===== src/rtl/sm_als_pkg.sv =====
// Shared frame geometry and frame-word builder for the ALS SPI slave model.
package sm_als_pkg;

    localparam int unsigned ALS_LEAD_ZEROS = 3;
    localparam int unsigned ALS_DATA_W     = 8;
    localparam int unsigned ALS_TAIL_ZEROS = 5;
    localparam int unsigned ALS_FRAME_BITS = ALS_LEAD_ZEROS + ALS_DATA_W + ALS_TAIL_ZEROS;

    typedef logic [ALS_FRAME_BITS-1:0] als_frame_t;
    typedef logic [ALS_DATA_W-1:0]     als_data_t;

    function automatic als_frame_t als_build_frame(input als_data_t value);
        return {{ALS_LEAD_ZEROS{1'b0}}, value, {ALS_TAIL_ZEROS{1'b0}}};
    endfunction

endpackage


===== src/rtl/sm_sync_edge.sv =====
// Two-flop synchroniser with a third delay flop producing single-cycle rise/fall pulses.
module sm_sync_edge #(
    parameter logic RST_VAL = 1'b1
) (
    input  logic clk,
    input  logic rst_n,
    input  logic din,
    output logic level,
    output logic rise,
    output logic fall
);

    logic [2:0] sync_q;
    logic [2:0] sync_d;

    always_comb begin
        sync_d = {sync_q[1:0], din};
    end

    always_ff @(posedge clk or negedge rst_n) begin
        if (!rst_n) begin
            sync_q <= {3{RST_VAL}};
        end else begin
            sync_q <= sync_d;
        end
    end

    assign level = sync_q[1];
    assign rise  = sync_q[1] & ~sync_q[2];
    assign fall  = ~sync_q[1] & sync_q[2];

endmodule


===== src/rtl/sm_als_sensor.sv =====
// PmodALS-style SPI slave model: shifts out {3'b0, light, 5'b0} MSB first on
// oversampled sck falls and advances the light value after every complete frame.
module sm_als_sensor
    import sm_als_pkg::*;
#(
    parameter logic [7:0]  LIGHT_INIT = 8'hA5,
    parameter logic [7:0]  LIGHT_STEP = 8'h01,
    parameter int unsigned FRAME_BITS = 16
) (
    input  logic       clk,
    input  logic       rst_n,
    input  logic       cs,
    input  logic       sck,
    output logic       sdo,
    output logic [7:0] light_value,
    output logic       frame_done
);

    localparam int unsigned CNT_W = $clog2(FRAME_BITS + 1);
    localparam logic [CNT_W-1:0] CNT_FULL = CNT_W'(FRAME_BITS);

    logic cs_lvl;
    logic cs_rise;
    logic cs_fall;
    logic sck_fall;
    logic sck_level_unused;
    logic sck_rise_unused;

    sm_sync_edge #(.RST_VAL(1'b1)) u_cs_sync (
        .clk   (clk),
        .rst_n (rst_n),
        .din   (cs),
        .level (cs_lvl),
        .rise  (cs_rise),
        .fall  (cs_fall)
    );

    sm_sync_edge #(.RST_VAL(1'b1)) u_sck_sync (
        .clk   (clk),
        .rst_n (rst_n),
        .din   (sck),
        .level (sck_level_unused),
        .rise  (sck_rise_unused),
        .fall  (sck_fall)
    );

    als_frame_t       shift_q, shift_d;
    logic [CNT_W-1:0] cnt_q, cnt_d;
    logic [7:0]       light_q, light_d;
    logic             frame_done_q, frame_done_d;
    logic             sdo_q, sdo_d;

    // cs edges outrank sck; a coincident sck fall is dropped.
    always_comb begin
        shift_d      = shift_q;
        cnt_d        = cnt_q;
        light_d      = light_q;
        frame_done_d = 1'b0;
        if (cs_rise) begin
            if (cnt_q == CNT_FULL) begin
                light_d      = light_q + LIGHT_STEP;
                frame_done_d = 1'b1;
            end
            cnt_d   = '0;
            shift_d = '0;
        end else if (cs_fall) begin
            shift_d = als_build_frame(light_q);
            cnt_d   = '0;
        end else if (!cs_lvl && sck_fall) begin
            shift_d = {shift_q[ALS_FRAME_BITS-2:0], 1'b0};
            if (cnt_q != CNT_FULL) begin
                cnt_d = cnt_q + CNT_W'(1);
            end
        end
        sdo_d = cs_lvl ? 1'b0 : shift_d[ALS_FRAME_BITS-1];
    end

    always_ff @(posedge clk or negedge rst_n) begin
        if (!rst_n) begin
            shift_q      <= '0;
            cnt_q        <= '0;
            light_q      <= LIGHT_INIT;
            frame_done_q <= 1'b0;
            sdo_q        <= 1'b0;
        end else begin
            shift_q      <= shift_d;
            cnt_q        <= cnt_d;
            light_q      <= light_d;
            frame_done_q <= frame_done_d;
            sdo_q        <= sdo_d;
        end
    end

    assign sdo         = sdo_q;
    assign light_value = light_q;
    assign frame_done  = frame_done_q;

endmodule


===== config.mk =====
export PLATFORM = sky130hd
export DESIGN_NAME = sm_als_sensor
export DESIGN_NICKNAME = d
export VERILOG_FILES = /design/src/rtl/sm_als_pkg.sv /design/src/rtl/sm_sync_edge.sv /design/src/rtl/sm_als_sensor.sv
export SDC_FILE = /design/constraint.sdc
export NUM_CORES = 1
export LEC_CHECK = 0
export BUFFER_PORTS_ARGS = -buffer_cell sky130_fd_sc_hd__clkbuf_2
export CAP_MARGIN = 10
export CORE_UTILIZATION = 50
export CTS_CLUSTER_SIZE = 10
export DETAILED_ROUTE_END_ITERATION = 10
export HOLD_SLACK_MARGIN = 0.02
export PLACE_DENSITY = 0.69
export SLEW_MARGIN = 20
export SYNTH_ARGS = -nofsm -noshare
export SYNTH_HDL_FRONTEND = slang
export SYNTH_SLANG_ARGS = --single-unit

===== constraint.sdc =====
create_clock -name clk -period 3.3 [get_ports clk]
set_clock_uncertainty 0.15 [all_clocks]
set_input_delay 0.495 -clock clk [delete_from_list [all_inputs] [get_ports clk]]
set_output_delay 0.495 -clock clk [all_outputs]
set_load 0.02 [all_outputs]

======== Word level (Yosys, flattened, before mapping) ========
Index checks and enable logic that the tools add are counted.
storage, ports and cells
  register bits ........................... 37
  input port bits ......................... 4
  output and inout port bits .............. 10
  logic and storage cells ................. 34
cells by class
  $add $sub $neg .......................... 2
  equal/unequal tests ..................... 2
  multiplexer cells ....................... 10
  bitwise logic cells ..................... 6
  reduce and logical (&&, ||, !) cells .... 6
operators by type and width
  operator                                                       count
  16-bit 2-to-1 mux                                              3
  5-bit 2-to-1 mux                                               4
  8-bit by 1-bit adder with 8-bit output, second input constant  1
  3-bit nonzero test                                             2
  5-bit by 1-bit adder with 5-bit output, second input constant  1
  5-bit == test, second input constant                           1
  5-bit != test, second input constant                           1
  2-bit AND reduction                                            2
  1-bit bitwise AND                                              3
  1-bit 2-to-1 mux                                               3
  1-bit inverter                                                 3
  1-bit logical AND                                              1
  1-bit zero test                                                1

======== Logic depth before layout (Yosys ltp) ========
  depth after elaboration ................. 7
  depth in mapped cells ................... 6
  depth with buffers taken out ............ 5

======== Hierarchy ========
A second synthesis with hierarchy kept.
unflattened totals
  cells, all modules ...................... 154
  area total of the unflattened synthesis .. 1597.8 um^2
modules (own cells, without submodules)
  module         instances  cells each  area each (um^2)
  sm_als_sensor  1          144         1410.1
  sm_sync_edge   2          5           93.8

======== Least setup slack after synthesis ========
Ideal clock, no wire load.
  path kind ............................... reg-to-reg
  from .................................... reg u_cs_sync.sync_q[1]
  to ...................................... reg shift_q[10]
  setup time .............................. 0.066 ns
  arrival ................................. 1.783 ns
  path slack .............................. 1.300 ns
  cell stages (with the launch flop) ...... 7
  buffers on the path ..................... 1
  cell sequence ........................... dfstp_2 -> inv_1 -> ha_1 -> buf_2 -> nor4b_2 -> a22o_1 -> a22o_1
on the way
  longest elaborated chain between the ends .. 4
RTL lines
  element                 RTL line             text
  start, declared         sm_sync_edge.sv:13   logic [2:0] sync_q;
  start signal, assigned  sm_sync_edge.sv:22   sync_q <= {3{RST_VAL}};
  start signal, assigned  sm_sync_edge.sv:24   sync_q <= sync_d;
  1-bit inverter          sm_sync_edge.sv:30   assign fall = ~sync_q[1] & sync_q[2];
  1-bit bitwise AND       sm_sync_edge.sv:30
  16-bit 2-to-1 mux       sm_als_sensor.sv:66  end else if (cs_fall) begin
  16-bit 2-to-1 mux       sm_als_sensor.sv:59  if (cs_rise) begin
  end signal, assigned    sm_als_sensor.sv:86  shift_q <= shift_d;
  end, declared           sm_als_sensor.sv:47  als_frame_t shift_q, shift_d;
Several ways; a longest one is shown, not always the timed one.
A chain may end at the register's enable or synchronous reset.

======== Worst setup path in the final report ========
  from .................................... reg u_cs_sync.sync_q[1]
  to ...................................... reg shift_q[7]
The elaborated chain is that of the path after synthesis.

==> impl_results.md <==
* Register area share after synthesis at 57.9%
* Core region area at 3030 um^2
* Maximum VDD drop at 0.292 mV
* Status: finished, final reports clean
* # rows at 20
* Final core occ at 56.7%
* Reg2Reg Launch Point: u_cs_sync.sync_q[1]
* Max Slew Vio Count at 0
* Clock buffer depth at 2
* Die H at around 58 um
* Synthesized area at 1580 um^2
* Final hold viol count at 0
* FMAX at roughly 0.45 GHz
* GR Util met3 at 10.0%
* GR peak layer: met2
* Area grow syn2layout at 8.80%
* Pwr Density at 461 nW/um^2
* Root buffer cell: clkbuf_4
* CTS Hold Buffers Added at 0
* Reg2reg path depth at 5
* Normalized max-slew margin at 44.4%
* Fill count at 269
* Syn Inst Count at 122
* Chip width at 58.2 um
* Multi-input gate area at 611 um^2
* WP data arrival at 2.33 ns
* Synth unique cells at 31
* Post-route setup TNS at 0 ns
* Tmin final at 2.20 ns
* Top delay family on crit path: simple AND/OR/NAND/NOR gates
* Post-DRT Antenna Nets at 0
* Final #Nets at 147
* RD Place Congestion at about 0.83
* Vias in the first global route at a little over 1000
* Hold Crit Class: input port to async pin
* Clk Latency, worst-skew pair at between 0.3 and 0.4 ns
* DP Wirelength at ~1.9 mm
* Total number of vias at 1030
* Seq. cell area at 913 um^2
* GR Util met1 at 25.3%
* Met2 track demand over resource at 29.2%
* Drt pass-1 iters at 4
* Layout cell share with drive strength beyond 1 at roughly a quarter
* Critical path buffer and inverter count at 1
* Initial antenna violation count at 0
* Net Count, Synth at 131
* Critical path launch point: u_cs_sync.sync_q[1]
* Final setup violation count at 0
* Main flop type after synthesis: dfrtp_1
* Number of I/O pins at 14
* Gr ovfl total at 0
* Resized cells post-CTS at 0
* Reg-to-reg slack, setup at approximately 1.1 ns
* GRT Total Usage at 20.2%
* Synthesis Warnings at 0
* Worst path max stage delay at 0.66 ns
* RSZ-0062 raised after global routing: false
* Total power at roughly 800 uW
* CP most frequent cell: a22o_1
* Largest net degree at the start of global routing at 37
* Crit path depth at 5
* Total wire length at 2.74 mm
* Worst Setup End Kind: register
* Clk sink count at 36
* Number of enable flip-flop cells after synthesis at 0
* Via density at 5.63
* Num CTS Buffers at 5
* # diodes at 0
* DRT iter0 DRCs at 31
* Slowest cell on crit path: nor4b_2
* Drt wl/cell at 14.9 um
* Critical path cell sequence: inv_1 -> ha_1 -> nor4b_2 -> a22o_1 -> a22o_1
* Crit path max fanout at 11
* Mean Syn Cell Area at 12.9 um^2
* Static Leak at 0.000838 uW
* H-tree levels at 2
* First-pass GRT wire length at 4.81 mm
* Postcts setup bufs at 0
* PortBufs at 13
* Post-synth ARST share at 100%
* TritonCTS clock tree: done
* Max_cap viols at 0
* Die area at between 3000 and 4000 um^2
* WS Path Type: register to register
* Clk slew on worst S/H paths at 0.11 ns
* Initial Utilization at 52.1%
* Fin crit share at 66.7%
* Worst-Margin Slew at ~0.83 ns
* Worst path required time at 3.44 ns
* Post-synthesis register bit count at 36
* Drc violations at 0
* Startpoint types: register
-- sequential cells by signal (all words and copies together) (netlist names) --
register,cells
cnt_q,5
shift_q,15
u_sck_sync.sync_q,3
light_value,8
u_cs_sync.sync_q,3
frame_done,1
sdo,1
-- per-layer routing --
layer  wire length [um]  share of wire, %
met1               1250                46
met2               1300                47
met3                125               4.6
met4                 60               2.2
met5                  0                 0
-- layout by cell type, fill, tap and decap left out, types with 2 or more instances in the layout --
master    instances
a22o_1           23
clkbuf_2         13
nand4_1           3
nor2_1            6
clkbuf_4          5
dfrtp_1          26
xor2_1            6
nor3_1            6
inv_1             6
mux2_2            2
nand2_1           5
dfstp_2          10
nand3_1           3
mux2i_1           2
clkbuf_1          2
ha_1              5
-- cell type report --
class / count / share of cell area, %
clock buffers: 7 / 2.62
clock inverters: 1 / 0.292
inverters: 6 / 1.31
multi-input cells: 76 / 35.6
flip-flops and latches: 36 / 53.2
well taps: 44 / 3.21
repair buffers: 13 / 3.79
-- logic make-up after synthesis --
family | synth area share [%]
XOR/XNOR | 3.89
AO/OA/AOI/OAI | 16.7
buffers and inverters | 3.41
flip-flops | 57.9
adder cells (fa/ha/maj) | 3.97
AND/OR/NAND/NOR | 11.4
multiplexers | 2.70
-- worst reg2reg max path, cell delays in order, from the launching register on --
cell     delay [ns]
dfstp_2        0.59
inv_1          0.06
ha_1           0.33
nor4b_2        0.66
a22o_1         0.23
a22o_1         0.12
-- cells in the mapped netlist, types with 2 or more instances --
master | n | area [um^2]
nor3_1 | 6 | 30.0
inv_1 | 6 | 22.5
a22o_1 | 23 | 201
nand3_1 | 3 | 15.0
ha_1 | 5 | 62.6
nor2_1 | 6 | 22.5
xor2_1 | 6 | 52.6
nand2_1 | 5 | 18.8
dfrtp_1 | 26 | 651
dfstp_2 | 10 | 263
buf_6 | 2 | 22.5
mux2_2 | 2 | 22.5
mux2i_1 | 2 | 20.0
nand4_1 | 3 | 18.8
-- stage by stage --
stage / std cells / worst slack, ns / cell area [um^2] / hold WS [ns]
2_1_floorplan: 122 / 1.30 / 1580 / 0.0494
3_3_place_gp: 175 / 1.17 / 1670 / 0.196
3_5_place_dp: 175 / 1.09 / 1670 / 0.198
4_1_cts: 183 / 1.08 / 1720 / 0.0575
5_1_grt: 183 / 0.955 / 1720 / 0.0293
6_report: 183 / 1.10 / 1720 / 0.0696
-- final timing paths --
kind / to
worst max-delay path: shift_q[7]
worst min-delay path: shift_q[13]
worst max register to register: shift_q[7]
worst min register to register: u_sck_sync.sync_q[1]
max in group asynchronous: frame_done
min in group clk: u_sck_sync.sync_q[0]
-- power breakdown --
group          leakage (uW)  internal [uW]  switching (uW)  total, uW
clock network     0.0000293           82.9             140        223
logic              0.000344           35.2            50.7       86.0
registers          0.000465            462            19.5        482
Note: power is estimated with default switching activity, not from simulation.
